File: src/rtl/mc_ctrl_pkg.sv
// Shared state codes, PC source encodings and code classification
// helpers for the multi-cycle control sequencer.
package mc_ctrl_pkg;

    localparam logic [6:0] S_RST        = 7'd0;
    localparam logic [6:0] S_FETCH      = 7'd1;
    localparam logic [6:0] S_FETCH_WAIT = 7'd2;
    localparam logic [6:0] S_IR_LOAD    = 7'd3;
    localparam logic [6:0] S_DECODE     = 7'd4;
    localparam logic [6:0] S_ALU_OP     = 7'd6;
    localparam logic [6:0] S_ST_ADDR    = 7'd7;
    localparam logic [6:0] S_ST_WAIT    = 7'd8;
    localparam logic [6:0] S_BEQ        = 7'd11;
    localparam logic [6:0] S_LD_ADDR    = 7'd13;
    localparam logic [6:0] S_LD_WAIT    = 7'd14;
    localparam logic [6:0] S_LD_WB      = 7'd15;
    localparam logic [6:0] S_ALU_LO     = 7'd17;
    localparam logic [6:0] S_ALU_HI     = 7'd35;
    localparam logic [6:0] S_BNE        = 7'd37;
    localparam logic [6:0] S_BLEZ       = 7'd39;
    localparam logic [6:0] S_BGTZ       = 7'd41;
    localparam logic [6:0] S_BLTZ       = 7'd42;
    localparam logic [6:0] S_JR         = 7'd44;
    localparam logic [6:0] S_BR_TAKE    = 7'd45;

    localparam logic [1:0] PC_SEL_INC = 2'd0;
    localparam logic [1:0] PC_SEL_BR  = 2'd1;
    localparam logic [1:0] PC_SEL_RS  = 2'd2;

    function automatic logic is_alu(input logic [6:0] c);
        return (c == S_ALU_OP) || ((c >= S_ALU_LO) && (c <= S_ALU_HI));
    endfunction

    function automatic logic is_branch(input logic [6:0] c);
        return (c == S_BEQ) || (c == S_BNE) || (c == S_BLEZ) ||
               (c == S_BGTZ) || (c == S_BLTZ);
    endfunction

    // Codes that DECODE may dispatch to directly.
    function automatic logic is_legal(input logic [6:0] c);
        return is_alu(c) || is_branch(c) || (c == S_ST_ADDR) ||
               (c == S_LD_ADDR) || (c == S_JR);
    endfunction

    // Successor of a wait state once MOC arrives.
    function automatic logic [6:0] wait_exit(input logic [6:0] s);
        if (s == S_FETCH_WAIT) return S_IR_LOAD;
        if (s == S_LD_WAIT) return S_LD_WB;
        return S_FETCH;
    endfunction

endpackage

File: src/rtl/mc_control_sequencer_wait_timer.sv
// Bounded wait counter for the memory handshake states.
// Expires on the last allowed MOC-low cycle.
module mc_wait_timer #(
    parameter int MAX_WAIT = 15
) (
    input  logic Clk,
    input  logic Reset_n,
    input  logic clr_i,
    input  logic inc_i,
    output logic expire_o
);
    localparam int W = $clog2(MAX_WAIT + 1);
    localparam logic [W-1:0] LAST = W'(MAX_WAIT - 1);

    logic [W-1:0] cnt_q, cnt_d;

    // Clear has priority; increment only while still waiting.
    always_comb begin
        cnt_d = cnt_q;
        if (clr_i) cnt_d = '0;
        else if (inc_i) cnt_d = cnt_q + 1'b1;
    end

    // Counter register.
    always_ff @(posedge Clk or negedge Reset_n) begin
        if (!Reset_n) cnt_q <= '0;
        else cnt_q <= cnt_d;
    end

    assign expire_o = (cnt_q == LAST);
endmodule

File: src/rtl/mc_control_sequencer.sv
// Multi-cycle MIPS control sequencer: fetch/decode/execute FSM with
// Moore control decodes and a bounded MOC handshake.
module mc_control_sequencer
    import mc_ctrl_pkg::*;
#(
    parameter int MAX_WAIT = 15
) (
    input  logic       Clk,
    input  logic       Reset_n,
    input  logic [6:0] State_Sel,
    input  logic       MOC,
    input  logic       Cond_True,
    output logic [6:0] State,
    output logic [6:0] Exec_Code,
    output logic       MAR_Ld,
    output logic       MDR_Ld,
    output logic       IR_Ld,
    output logic       PC_Ld,
    output logic       RF_Ld,
    output logic [1:0] PC_Sel,
    output logic       RF_Src,
    output logic       MAR_Src,
    output logic       Mem_Read,
    output logic       Mem_Write,
    output logic       Cond_Eval,
    output logic       Illegal,
    output logic       Bus_Error
);
    logic [6:0] state_q, state_d;
    logic [6:0] code_q, code_d;
    logic       ill_q, ill_d;
    logic       berr_q, berr_d;
    logic       in_wait, expire, wt_inc;

    assign in_wait = (state_q == S_FETCH_WAIT) ||
                     (state_q == S_ST_WAIT) ||
                     (state_q == S_LD_WAIT);
    assign wt_inc  = in_wait && !MOC && !expire;

    mc_wait_timer #(.MAX_WAIT(MAX_WAIT)) u_timer (
        .Clk      (Clk),
        .Reset_n  (Reset_n),
        .clr_i    (!wt_inc),
        .inc_i    (wt_inc),
        .expire_o (expire)
    );

    // Next state, decode latch and error pulse generation.
    always_comb begin
        state_d = S_FETCH;
        code_d  = code_q;
        ill_d   = 1'b0;
        berr_d  = 1'b0;
        unique case (1'b1)
            state_q == S_FETCH:   state_d = S_FETCH_WAIT;
            in_wait: begin
                if (MOC) state_d = wait_exit(state_q);
                else if (expire) berr_d = 1'b1;
                else state_d = state_q;
            end
            state_q == S_IR_LOAD: state_d = S_DECODE;
            state_q == S_DECODE: begin
                code_d = State_Sel;
                if (is_legal(State_Sel)) state_d = State_Sel;
                else ill_d = 1'b1;
            end
            state_q == S_ST_ADDR: state_d = S_ST_WAIT;
            state_q == S_LD_ADDR: state_d = S_LD_WAIT;
            is_branch(state_q): begin
                if (Cond_True) state_d = S_BR_TAKE;
            end
            default: ;
        endcase
    end

    // Moore control decodes; MDR load waits for MOC.
    always_comb begin
        MAR_Ld    = 1'b0;
        MDR_Ld    = 1'b0;
        IR_Ld     = 1'b0;
        PC_Ld     = 1'b0;
        RF_Ld     = 1'b0;
        PC_Sel    = PC_SEL_INC;
        RF_Src    = 1'b0;
        MAR_Src   = 1'b0;
        Mem_Read  = 1'b0;
        Mem_Write = 1'b0;
        Cond_Eval = 1'b0;
        unique case (1'b1)
            state_q == S_FETCH:      MAR_Ld = 1'b1;
            state_q == S_FETCH_WAIT: begin
                Mem_Read = 1'b1;
                MDR_Ld   = MOC;
            end
            state_q == S_IR_LOAD: begin
                IR_Ld = 1'b1;
                PC_Ld = 1'b1;
            end
            is_alu(state_q):         RF_Ld = 1'b1;
            state_q == S_ST_ADDR: begin
                MAR_Ld  = 1'b1;
                MAR_Src = 1'b1;
            end
            state_q == S_ST_WAIT:    Mem_Write = 1'b1;
            state_q == S_LD_ADDR: begin
                MAR_Ld  = 1'b1;
                MAR_Src = 1'b1;
            end
            state_q == S_LD_WAIT: begin
                Mem_Read = 1'b1;
                MDR_Ld   = MOC;
            end
            state_q == S_LD_WB: begin
                RF_Ld  = 1'b1;
                RF_Src = 1'b1;
            end
            is_branch(state_q):      Cond_Eval = 1'b1;
            state_q == S_BR_TAKE: begin
                PC_Ld  = 1'b1;
                PC_Sel = PC_SEL_BR;
            end
            state_q == S_JR: begin
                PC_Ld  = 1'b1;
                PC_Sel = PC_SEL_RS;
            end
            default: ;
        endcase
    end

    // State, latched code and registered error pulses.
    always_ff @(posedge Clk or negedge Reset_n) begin
        if (!Reset_n) begin
            state_q <= S_RST;
            code_q  <= '0;
            ill_q   <= 1'b0;
            berr_q  <= 1'b0;
        end else begin
            state_q <= state_d;
            code_q  <= code_d;
            ill_q   <= ill_d;
            berr_q  <= berr_d;
        end
    end

    assign State     = state_q;
    assign Exec_Code = code_q;
    assign Illegal   = ill_q;
    assign Bus_Error = berr_q;
endmodule

File: config.mk
export PLATFORM = sky130hd
export DESIGN_NAME = mc_control_sequencer
export DESIGN_NICKNAME = d
export VERILOG_FILES = /design/src/rtl/mc_ctrl_pkg.sv /design/src/rtl/mc_control_sequencer_wait_timer.sv /design/src/rtl/mc_control_sequencer.sv
export SDC_FILE = /design/constraint.sdc
export NUM_CORES = 1
export LEC_CHECK = 0
export ABC_AREA = 1
export CORE_MARGIN = 2
export CORE_UTILIZATION = 42
export DETAILED_ROUTE_END_ITERATION = 6
export PLACE_DENSITY = 0.76
export SLEW_MARGIN = 20
export SYNTH_ARGS = -nofsm -noshare
export SYNTH_HDL_FRONTEND = slang
export SYNTH_SLANG_ARGS = --single-unit
File: constraint.sdc
create_clock -name Clk -period 1.2 [get_ports Clk]
set_input_delay 0.3 -clock Clk [delete_from_list [all_inputs] [get_ports Clk]]
set_output_delay 0.3 -clock Clk [all_outputs]
set_load 0.1 [all_outputs]
==> reports/qor.txt, run 1 <==
Initial core utilization = 0.4507
Cells after Synth = 183
Largest cells by area after synthesis = dfrtp_1 39%, nand2_1 16%, nor2_1 7.9%
FP Rows = 19
Syn nets = 196
CTS root buf = clkbuf_4
Pin count of the biggest net entering global routing = 21
Last stage reached = global routing (5_1_grt)
IO Pins = 39
CTS buffer count = 3
Worst EP Category = top-level output
H-tree depth = 1
#FFs+latches synth = 20
Post-synth top flop = dfrtp_1
Outcome = aborted with a tool error
Async set or reset register ratio after synthesis = 1.000
Run Error = [ERROR DPL-0038] Utilization greater than 100%, impossible to legalize
Most frequent cells after synthesis = 55 x nand2_1, 27 x nor2_1, 20 x dfrtp_1
Synth Area per Inst = 6.967 sq um
Port Buffers = 38
Area leader, netlist = dfrtp_1
Post-synthesis cell type count = 27
Number of synthesized flops with an enable pin = 0
Gpl congestion = 0.8468
Die height = 59.10 microns
Mapped cell area = 1275 sq um
Sequential cell area fraction in the yosys report = 0.3925
Most frequent cell after synthesis = nand2_1
Post-DP HPWL = 3.668 mm
Critical endpoint after global-route timing repair = RF_Ld
Post-synth top area share = 0.3925
Clk sinks = 20
Synth warn = 0
CTS Buffer Depth = 2
Die X = 59.10 microns
timing repair:
item                                   in CTS
endpoints found under the hold margin       0
setup endpoints to repair                  47
gates cloned                                0
hold buffers                                0
setup buffers                               5
pin swaps                                   6
resized for setup                          37
logic make-up after synthesis:
family,after synthesis,share of synthesized area
other,1,0.002941
DFF,20,0.3925
AOI/OAI and AO/OA,18,0.08537
xor gates and xnor gates,2,0.01374
buffers and inverters,28,0.08439
adders and majority gates,2,0.01962
and+or+nand+nor,112,0.4014
per-stage QoR:
stage | TNS (ns) | hold slack (ns) | cell area, sq um | worst slack (ns) | std cells
floorplan | -15.04 | 0.004409 | 1461 | -1.237 | 183
global placement | -10.75 | 0.5123 | 2514 | -0.5122 | 297
detailed placement | -12.79 | 0.5373 | 2514 | -0.6982 | 297
CTS | -18.68 | 0.2922 | 2740 | -0.7895 | 306
==> run 2, diff against run 1 <==
Settings changed: CORE_AREA set to 2 2 63 65, CORE_MARGIN 2 to not set, CORE_UTILIZATION 42 to not set, DIE_AREA set to 0 0 65 67, PLACE_DENSITY 0.76 to not set, PLACE_DENSITY_LB_ADDON set to 0.15.
Clock period 1.2 ns to 1.6 ns, I/O delays scaled along.
==> run 2 against run 1 <==
Net effect:
- the flow now finishes, with violations (negative setup slack)
- synthesized cell count unchanged
- synthesized area unchanged
==> reports/qor.txt, run 2 <==
Gpl congestion = 0.8113 (-4.2%)
Total of max-cap violations = 0
DR iter-0 viols = 45
First-pass GRT wire length = 6.865 mm
IO Pins = 39 (unchanged)
Delay-heaviest family, CP = flip-flops
#FFs+latches synth = 20 (unchanged)
Initial core utilization = 0.3536 (-0.09711)
Clk sinks = 20 (unchanged)
Initial antenna violation count = 0
Number of synthesized flops with an enable pin = 0 (unchanged)
Violated checks = negative setup slack
Async set or reset register ratio after synthesis = 1.000 (unchanged)
Final WL = 4.114 mm
Critical Path Sink Type = primary output
Final worst slack = -0.4552 ns
Vias = 1535
Design Power = 4.056 mW
Area leader, netlist = dfrtp_1
Post-synth top area share = 0.3925 (unchanged)
Critical path buffers and inverters = 2
Die height = 67 microns (+13%)
Seq. cell area = 526.8 sq um
Number of global-route vias before repair = 1586
Most common cell after layout, fill and taps aside = buf_4
Worst Hold Class = input pin to asynchronous set/reset pin
Period utilization = 1.285
Post-DP HPWL = 3.195 mm (-13%)
Worst-path cell chain = nor2_4, inv_2, o21ai_1, nand2_1, a31o_4, buf_12
Final ANT Viol Nets = 0
Total grt overflow = 0
Synth warn = 0 (unchanged)
Critical path's slowest cell = dfrtp_4
Crit path largest cell delay = 0.53 ns
Post-synthesis cell type count = 27 (unchanged)
Pin count of the biggest net entering global routing = 21
Setup Skew = 0.003219 ns
CTS Hold Bufs = 0 (unchanged)
Crit start category = flop
Die area = 4355 sq um
CP Class = flop to primary output
Met1 Track Usage GR = 0.2252
Area after DPL = 2565 sq um (+2.0%)
Clk_lat worst skew = 0.26 ns
Final core utilization = 0.7831
Post-synth top flop = dfrtp_1
Final hold viol count = 0
Unrepaired setup endpoints after global routing = true
Synth-to-Final Area Change = 121.5%
Worst EP arrival = 1.66 ns
Peak VDD IR = 1579 uV
N_diodes = 0
WP data required = 1.20 ns
Setup TNS = -4.763 ns
GR Util met2 = 0.3892
Avg WL per Cell = 12.50 microns
Vias per cell = 4.666
Die X = 65 microns (+10%)
Gr busiest metal = met2
Setup violators final = 16
CTS tree = yes
Synth Area per Inst = 6.967 sq um (unchanged)
Final worst path period need = 2.055 ns
Largest cells by area after synthesis = dfrtp_1 39%, nand2_1 16%, nor2_1 7.9%
Outcome = complete, but fails checks
Ratio of cells with drive above 1 in the final layout = 0.5480
Most frequent cells after synthesis = 55 x nand2_1, 27 x nor2_1, 20 x dfrtp_1
Port Buffers = 38 (unchanged)
FILL cells = 225
Global routing usage on met3 = 0.04899
GRT Total Usage = 0.2064
Area of the multi-input gates = 910.9 sq um
Mapped cell area = 1275 sq um (unchanged)
Cells after Synth = 183 (unchanged)
Final Net Count = 295
Sequential cell area fraction in the yosys report = 0.3925 (unchanged)
Core ar. = 3606 sq um
CTS buffer count = 3 (unchanged)
CTS root buf = clkbuf_8
Fmax = 0.4866 GHz
Most frequent cells in the layout = 50 x buf_4, 39 x nand2_1, 29 x buf_12
Slew Limit Fails = 0
Syn nets = 196 (unchanged)
H-tree depth = 1 (unchanged)
Leak = 1.398 nW
Pwr dens = 1436 nW/um^2
FP Rows = 22 (+3)
Design area = 2824 sq um
Crit Path Max Fanout = 4
Most frequent cell after synthesis = nand2_1
TritonRoute pass-1 iters = 4
CTS Buffer Depth = 2 (unchanged)
# DRC = 0
CTS clock-pin slew for the worst setup and hold paths = 0.07 ns
run 2: cells by family after synthesis:
family                     synth area share
other                              0.002941
DFF                                  0.3925
xor gates and xnor gates            0.01374
buffers and inverters               0.08439
and+or+nand+nor                      0.4014
adders and majority gates           0.01962
AOI/OAI and AO/OA                   0.08537
run 2: what timing repair did:
| action | CTS | global route |
|---|---|---|
| gates resized for setup | 26 | 13 |
| buffers inserted | 6 | 3 |
| endpoints found under the setup margin | 23 | 24 |
| pin swaps | 7 | 7 |
run 2: per-layer routing:
| metal | share of wire | up-vias |
|---|---|---|
| met2 | 0.54 | 46 |
| met1 | 0.39 | 707 |
| met3 | 0.054 | 9 |
| met5 | 0 | - |
| met4 | 0.020 | 0 |
| li1 | - | 773 |
run 2: power by group:
part / internal [mW] / leakage (nW) / total, mW / switching (mW)
registers: 0.645 / 0.240 / 0.828 / 0.183
clock network: 0.334 / 0.0357 / 0.499 / 0.165
logic: 1.04 / 1.12 / 2.73 / 1.69
run 2: layout make-up:
cell class              count  area share
repair buffers             95      0.4001
well taps                  48     0.02127
inverters                  27     0.04431
flip-flops and latches     20      0.1865
clock inverters             1     0.01063
clock buffers               3     0.01462
multi-input cells         135      0.3226
run 2: stage by stage:
| step | worst slack (ns) | std cells | hold slack [ns] |
|---|---|---|---|
| finish | -0.4552 | 329 | 0.4687 |
| global route | -0.5077 | 329 | 0.4842 |
| CTS | -0.3737 | 327 | 0.4756 |
| detailed placement | -0.2945 | 318 | 0.4946 |
| global placement | -0.2637 | 318 | 0.4723 |
| floorplan | -0.9368 | 183 | 0.1044 |
run 2: worst paths after layout:
kind	from	end	slack, ns	depth (start not counted)
max	State[1]$_DFFE_PN0N_	RF_Ld	-0.46	6
min	Reset_n	State[6]$_DFFE_PN0N_	0.47	2
max reg2reg	State[1]$_DFFE_PN0N_	State[3]$_DFFE_PN0N_	-0.07	10
min reg2reg	u_timer.cnt_q[0]$_DFF_PN0_	u_timer.cnt_q[0]$_DFF_PN0_	0.51	1
max in group asynchronous	Reset_n	State[1]$_DFFE_PN0N_	0.90	2
min in group Clk	u_timer.cnt_q[0]$_DFF_PN0_	u_timer.cnt_q[0]$_DFF_PN0_	0.51	1
run 2: worst register-to-register path: cells and delay by family (launching register included):
family / cells / cell delay, ns
flip-flops: 1 / 0.53
buffers and inverters: 2 / 0.26
AO/OA/AOI/OAI: 1 / 0.09
AND/OR/NAND/NOR: 7 / 0.67
Power figures use the tool's default switching activity.
